**src/rtl/gcd_pkg.sv**
```systemverilog
// Shared types and defaults for the gcd engine and its dispatch front-end.
// Holds the dispatch FSM encoding and the common operand width.
package gcd_pkg;

  localparam int GCD_NBITS = 32;

  typedef enum logic [1:0] {
    GD_IDLE,
    GD_ISSUE,
    GD_WAIT
  } gd_state_e;

endpackage

```
**src/rtl/gcd_fifo.sv**
```systemverilog
// Synchronous FIFO buffering operand pairs ahead of the gcd engine.
// Push is refused when full and pop when empty; pointers wrap naturally.
module gcd_fifo #(
  parameter  int W     = 64,
  parameter  int DEPTH = 4,
  localparam int AW    = $clog2(DEPTH)
) (
  input  logic         clk,
  input  logic         reset,
  input  logic         push,
  input  logic         pop,
  input  logic [W-1:0] wdata,
  output logic [W-1:0] rdata,
  output logic         full,
  output logic         empty,
  output logic [AW:0]  count
);

  logic [W-1:0]  mem_q [DEPTH];
  logic [AW-1:0] wr_q, wr_d;
  logic [AW-1:0] rd_q, rd_d;
  logic [AW:0]   cnt_q, cnt_d;
  logic          do_push;
  logic          do_pop;

  assign full    = (cnt_q == (AW+1)'(DEPTH));
  assign empty   = (cnt_q == '0);
  assign do_push = push && !full;
  assign do_pop  = pop && !empty;
  assign rdata   = mem_q[rd_q];
  assign count   = cnt_q;

  always_comb begin
    wr_d  = wr_q;
    rd_d  = rd_q;
    cnt_d = cnt_q;
    if (do_push) wr_d = wr_q + 1'b1;
    if (do_pop)  rd_d = rd_q + 1'b1;
    unique case ({do_push, do_pop})
      2'b10:   cnt_d = cnt_q + 1'b1;
      2'b01:   cnt_d = cnt_q - 1'b1;
      default: cnt_d = cnt_q;
    endcase
  end

  always_ff @(posedge clk) begin
    if (reset) begin
      wr_q  <= '0;
      rd_q  <= '0;
      cnt_q <= '0;
    end else begin
      wr_q  <= wr_d;
      rd_q  <= rd_d;
      cnt_q <= cnt_d;
    end
  end

  // Storage needs no reset: count gates every read.
  always_ff @(posedge clk) begin
    if (do_push) mem_q[wr_q] <= wdata;
  end

endmodule

```
**src/rtl/gcd_dispatch.sv**
```systemverilog
// Issues buffered operand pairs to the gcd engine one job at a time,
// registers the result for downstream and times out hung jobs.
module gcd_dispatch
  import gcd_pkg::*;
#(
  parameter  int NBITS   = GCD_NBITS,
  parameter  int DEPTH   = 4,
  parameter  int TIMEOUT = 1024,
  localparam int CW      = $clog2(DEPTH) + 1,
  localparam int WW      = $clog2(TIMEOUT)
) (
  input  logic             clk,
  input  logic             reset,
  input  logic             in_valid,
  output logic             in_ready,
  input  logic [NBITS-1:0] in_a,
  input  logic [NBITS-1:0] in_b,
  output logic             out_valid,
  input  logic             out_ready,
  output logic [NBITS-1:0] out_result,
  output logic             out_err,
  output logic [NBITS-1:0] gcd_a,
  output logic [NBITS-1:0] gcd_b,
  output logic             gcd_start,
  input  logic [NBITS-1:0] gcd_result,
  input  logic             gcd_done,
  output logic [CW-1:0]    fifo_count
);

  gd_state_e        state_q, state_d;
  logic [NBITS-1:0] op_a_q, op_a_d;
  logic [NBITS-1:0] op_b_q, op_b_d;
  logic [WW-1:0]    wd_q, wd_d;
  logic             ov_q, ov_d;
  logic [NBITS-1:0] res_q, res_d;
  logic             err_q, err_d;
  logic             start_q, start_d;

  logic [2*NBITS-1:0] head;
  logic               full;
  logic               empty;
  logic               push;
  logic               pop;

  assign in_ready = !full;
  assign push     = in_valid && in_ready;

  gcd_fifo #(
    .W     (2*NBITS),
    .DEPTH (DEPTH)
  ) u_fifo (
    .clk   (clk),
    .reset (reset),
    .push  (push),
    .pop   (pop),
    .wdata ({in_a, in_b}),
    .rdata (head),
    .full  (full),
    .empty (empty),
    .count (fifo_count)
  );

  always_comb begin
    state_d = state_q;
    op_a_d  = op_a_q;
    op_b_d  = op_b_q;
    wd_d    = wd_q;
    ov_d    = ov_q;
    res_d   = res_q;
    err_d   = err_q;
    pop     = 1'b0;
    if (ov_q && out_ready) ov_d = 1'b0;
    unique case (state_q)
      GD_IDLE: begin
        if (!empty && !ov_q) begin
          pop     = 1'b1;
          state_d = GD_ISSUE;
          op_a_d  = head[2*NBITS-1:NBITS];
          op_b_d  = head[NBITS-1:0];
        end
      end
      GD_ISSUE: begin
        state_d = GD_WAIT;
        wd_d    = '0;
      end
      GD_WAIT: begin
        wd_d = wd_q + 1'b1;
        // A done landing on the timeout cycle still wins.
        if (gcd_done) begin
          state_d = GD_IDLE;
          res_d   = gcd_result;
          err_d   = 1'b0;
          ov_d    = 1'b1;
        end else if (wd_q == WW'(TIMEOUT-1)) begin
          state_d = GD_IDLE;
          res_d   = '0;
          err_d   = 1'b1;
          ov_d    = 1'b1;
        end
      end
      default: state_d = GD_IDLE;
    endcase
    start_d = (state_d == GD_ISSUE);
  end

  always_ff @(posedge clk) begin
    if (reset) begin
      state_q <= GD_IDLE;
      op_a_q  <= '0;
      op_b_q  <= '0;
      wd_q    <= '0;
      ov_q    <= 1'b0;
      res_q   <= '0;
      err_q   <= 1'b0;
      start_q <= 1'b0;
    end else begin
      state_q <= state_d;
      op_a_q  <= op_a_d;
      op_b_q  <= op_b_d;
      wd_q    <= wd_d;
      ov_q    <= ov_d;
      res_q   <= res_d;
      err_q   <= err_d;
      start_q <= start_d;
    end
  end

  assign gcd_a      = op_a_q;
  assign gcd_b      = op_b_q;
  assign gcd_start  = start_q;
  assign out_valid  = ov_q;
  assign out_result = res_q;
  assign out_err    = err_q;

endmodule

```
**config.mk**
```make
export PLATFORM = sky130hd
export DESIGN_NAME = gcd_dispatch
export DESIGN_NICKNAME = d
export VERILOG_FILES = /design/src/rtl/gcd_pkg.sv /design/src/rtl/gcd_fifo.sv /design/src/rtl/gcd_dispatch.sv
export SDC_FILE = /design/constraint.sdc
export NUM_CORES = 1
export LEC_CHECK = 0
export CORE_MARGIN = 3
export CORE_UTILIZATION = 45
export CTS_CLUSTER_SIZE = 24
export DETAILED_ROUTE_END_ITERATION = 12
export GPL_TIMING_DRIVEN = 0
export MAX_ROUTING_LAYER = met4
export PLACE_DENSITY_LB_ADDON = 0.1
export SETUP_SLACK_MARGIN = 0.4
export SLEW_MARGIN = 0
export SYNTH_ARGS = -nofsm -noshare
export SYNTH_HDL_FRONTEND = slang
export SYNTH_HIERARCHICAL = 1
export SYNTH_SLANG_ARGS = --single-unit
```
**constraint.sdc**
```tcl
create_clock -name clk -period 9.35 [get_ports clk]
set_input_delay 1.87 -clock clk [delete_from_list [all_inputs] [get_ports clk]]
set_output_delay 1.87 -clock clk [all_outputs]
set_load 0.05 [all_outputs]
```
==> flow_metrics.py <==
metrics = {
    "run_status": {
        "outcome": "completed",
    },
    "worst_setup_path": {
        "worst-path-stages": 3,
        "critPathBufInv": 2,
        "crit_fanout": 6,
        "regToRegSetupSlack_ps": 6290,
        "crit_path_max_incr_delay_ps": 700,
        "critPathCaptureType": "primary output",
        "critical-path-top-delay-family": "buffers and inverters",
        "crit-reg2reg-launch": "u_fifo/count[0]",
        "r2r_cells": 13,
        "criticalPathCategory": "reg2out",
        "crit_chain": "nor3b_2, inv_1, clkdlybuf4s50_1",
        "cp.required_ps": 7480,
        "r2r_end": "u_fifo/count[2]",
        "cp.arrival_ps": 2030,
        "cp_slowest_cell": "clkdlybuf4s50_1",
        "crit_path_start": "u_fifo/count[2]",
        "worstSetupStartpointType": "register",
    },
    "floorplan": {
        "core.rowCount": 63,
        "die_x_um": 181,
        "dieHeight_um": 181,
        "die_area_um2": 32800,
        "coreArea_um2": 30000,
        "start_util_pct": 46.1,
        "io_pins": 204,
    },
    "placement": {
        "place_hpwl_um": 18800,
        "place_ws_ps": 5170,
        "gp_congestion": 0.782,
        "numPortBuffers": 203,
    },
    "global_routing": {
        "antenna_found_initial": 1,
        "grt_util_all_layers_pct": 18.6,
        "grt_overflow": 0,
        "grt_pass1_vias": 8297,
        "grt_max_degree": 47,
        "grt_pass1_wl_um": 46900,
    },
    "clock_network": {
        "cts_resized": 0,
        "post_cts_buffers": 0,
        "clk_pin_slew_ps": 60,
        "cts.sinks": 376,
        "clk_path_buf_depth": 3,
        "h-tree-depth": 2,
        "cts_tree": "built",
        "ctsHoldBuffers": 0,
        "cts-root-buf": "clkbuf_16",
        "cts_buffers": 40,
        "insertion_delay_ps": 530,
    },
    "power": {
        "seqPwrFrac_pct": 39.5,
        "switching_share_pct": 33.9,
        "intPower_mw": 3.65,
        "power_frac_comb_pct": 33.0,
        "p_per_area_nw_per_um2": 311,
        "p_leak_nw": 5.83,
        "p_total_mw": 5.52,
        "clockPowerShare_pct": 27.5,
        "switching_power_mw": 1.87,
        "vdd_drop_max_v": 0.000172,
    },
    "route": {
        "via_per_inst": 5.17,
        "drt_first_iter_violations": 425,
        "first_pass_iters": 4,
        "wl_per_cell_um": 19.1,
        "drtAntennaViolNets": 0,
        "routed_wl_um": 29800,
        "route.detailed.drc": 0,
        "vias": 8060,
    },
    "sta": {
        "rsz0062_at_grt": "false",
        "setup_tns_ps": 0,
        "worst_slew_pin_slew_ps": 794,
        "period_needed_ps": 3900,
        "fin_crit_sh_pct": 41.7,
        "setup_viol": 0,
        "max_slew_margin_pct": 47.1,
        "finalHoldViolations": 0,
        "fmax_mhz": 256,
        "skew_ps": 22.0,
        "final.setup.worst_slack_ps": 5450,
        "slew_violations": 0,
    },
    "synthesis": {
        "synth_cells": 886,
        "synth_area_um2": 13800,
        "ys.flop_type": "edfxtp_1",
        "synth-edff-count": 256,
        "yosysWarnings": 6,
        "synthArstFlopShare_pct": 0,
        "syn_nets": 998,
        "netlist_top_cells_area": "edfxtp_1 56%, dfxtp_1 17%, mux4_2 9.8%",
        "ys_ff_latch": 376,
        "ys_seq_area_share_pct": 73.0,
        "synth_top_area_cell": "edfxtp_1",
        "synth_top_area_share_pct": 55.6,
        "syn_avg_cell_area_um2": 15.6,
        "ys_types": 38,
    },
    "hold_path": {
        "min_path_type": "reg2reg",
        "min_to": "gcd_a[14]",
        "min_path_cells": 2,
        "min-delay-start": "gcd_a[14]",
    },
    "finish": {
        "area_growth_pct": 28.3,
        "nets": 1247,
        "nFillCells": 2365,
        "drive_above_1_share_pct": 12.9,
    },
    "run": {
        "drv_cap": 0,
    },
}
cell type report:
class                   instances  area (µm²)  share of cell area, %
flip-flops and latches        376       10100                   56.9
multi-input cells             446        3370                   19.0
repair buffers                207        2140                   12.1
clock buffers                  59        1110                   6.28
well taps                     390         488                   2.75
plain buffers                  50         314                   1.77
clock inverters                15         154                  0.868
inverters                      14        52.6                  0.296
diodes                          1        2.50                 0.0141
per-stage QoR:
| step | cells | utilization (%) | instance area (µm²) | hold slack (ps) |
|---|---|---|---|---|
| after floorplan | 886 | - | 13800 | 458 |
| after global placement | 1479 | 54.5 | 16300 | 442 |
| after detailed placement | 1483 | 54.9 | 16500 | 448 |
| after CTS | 1557 | 59.2 | 17700 | 456 |
| after global routing | 1558 | 59.2 | 17700 | 472 |
| final | 1558 | 59.2 | 17700 | 452 |
worst reg2reg max path, delay by kind of cell, from the launching register on:
| family | cells | cell delay [ps] |
|---|---|---|
| XOR/XNOR | 1 | 160 |
| AND/OR/NAND/NOR | 4 | 700 |
| adder cells (fa/ha/maj) | 2 | 550 |
| buffers and inverters | 4 | 770 |
| flip-flops | 1 | 440 |
| AO/OA/AOI/OAI | 2 | 380 |
routing by layer:
| layer | vias up | share of wire, % | global-route usage (%) |
|---|---|---|---|
| li1 | 3795 | - | - |
| met1 | 4003 | 44 | 24.5 |
| met2 | 221 | 48 | 29.6 |
| met3 | 41 | 6.2 | 4.75 |
| met4 | 0 | 1.7 | 4.05 |
| met5 | - | 0 | - |
cell usage in the layout, fill, tap and decap left out, drive strengths merged, types with 4 or more instances in the layout:
cell type	netlist	layout
a21oi	105	105
and2	5	5
buf	29	33
clkbuf	21	80
clkdlybuf4s50	0	203
clkinv	0	9
dfxtp	120	120
edfxtp	256	256
ha	10	10
inv	14	16
mux4	64	64
nand2	165	165
nand2b	6	6
nor2	17	17
o21ai	37	37
or3	4	4
xor2	8	8
flip-flops by register name (all words and copies together), names as in the netlist, 2 cells and up, named ones only:
signal	count
state_q	2
out_result	32
u_fifo/mem_q	256
gcd_b	32
wd_q	10
u_fifo/rd_q	2
u_fifo/wr_q	2
gcd_a	32
u_fifo/count	3
kinds of logic (layout without fill, tap and decap cells):
family          Yosys count  in the layout  synth area share (%)
xor+xnor                 10             10                 0.634
buf+inv                  64            345                  2.65
other cells               0              1                     0
mux                      65             65                  10.6
simple gates            213            213                  6.47
fa+ha+maj                11             11                  1.05
compound gates          147            147                  5.57
flops                   376            376                  73.0
cells in the mapped netlist (2+ instances only):
cell        n
mux4_2     60
o21ai_1     5
xor2_1      8
xnor2_1     2
a21oi_1   105
clkbuf_2    3
ha_1       10
or3_1       4
nor3b_2     2
nand2b_1    6
nand3_1     3
inv_1      14
nor2_1     17
clkbuf_1   18
nor3_1      2
buf_2      14
nand2_1   165
nor2b_1     2
and4_1      2
buf_12      6
nand4_1     2
and2_1      5
buf_1       8
edfxtp_1  256
o21ai_0    32
mux4_1      4
dfxtp_1   120
power by group through the flow:
stage                     sequential (mW)  combinational (mW)  clock [mW]
after floorplan                      2.66               0.771           0
after global placement               2.23                1.82           0
after detailed placement             2.22                1.85           0
after CTS                            2.18                1.86        1.56
after global routing                 2.21                1.96        1.63
final                                2.18                1.82        1.52
how the worst max path moves through the flow:
stage / to / slack, ps
after floorplan: u_fifo/mem_q[0][0] / 5090
after global placement: u_fifo/mem_q[1][6] / 3070
after detailed placement: u_fifo/mem_q[2][14] / 5170
after CTS: in_ready / 5390
after global routing: in_ready / 5300
final: in_ready / 5450
No activity file was read; power rests on OpenSTA's default activity.
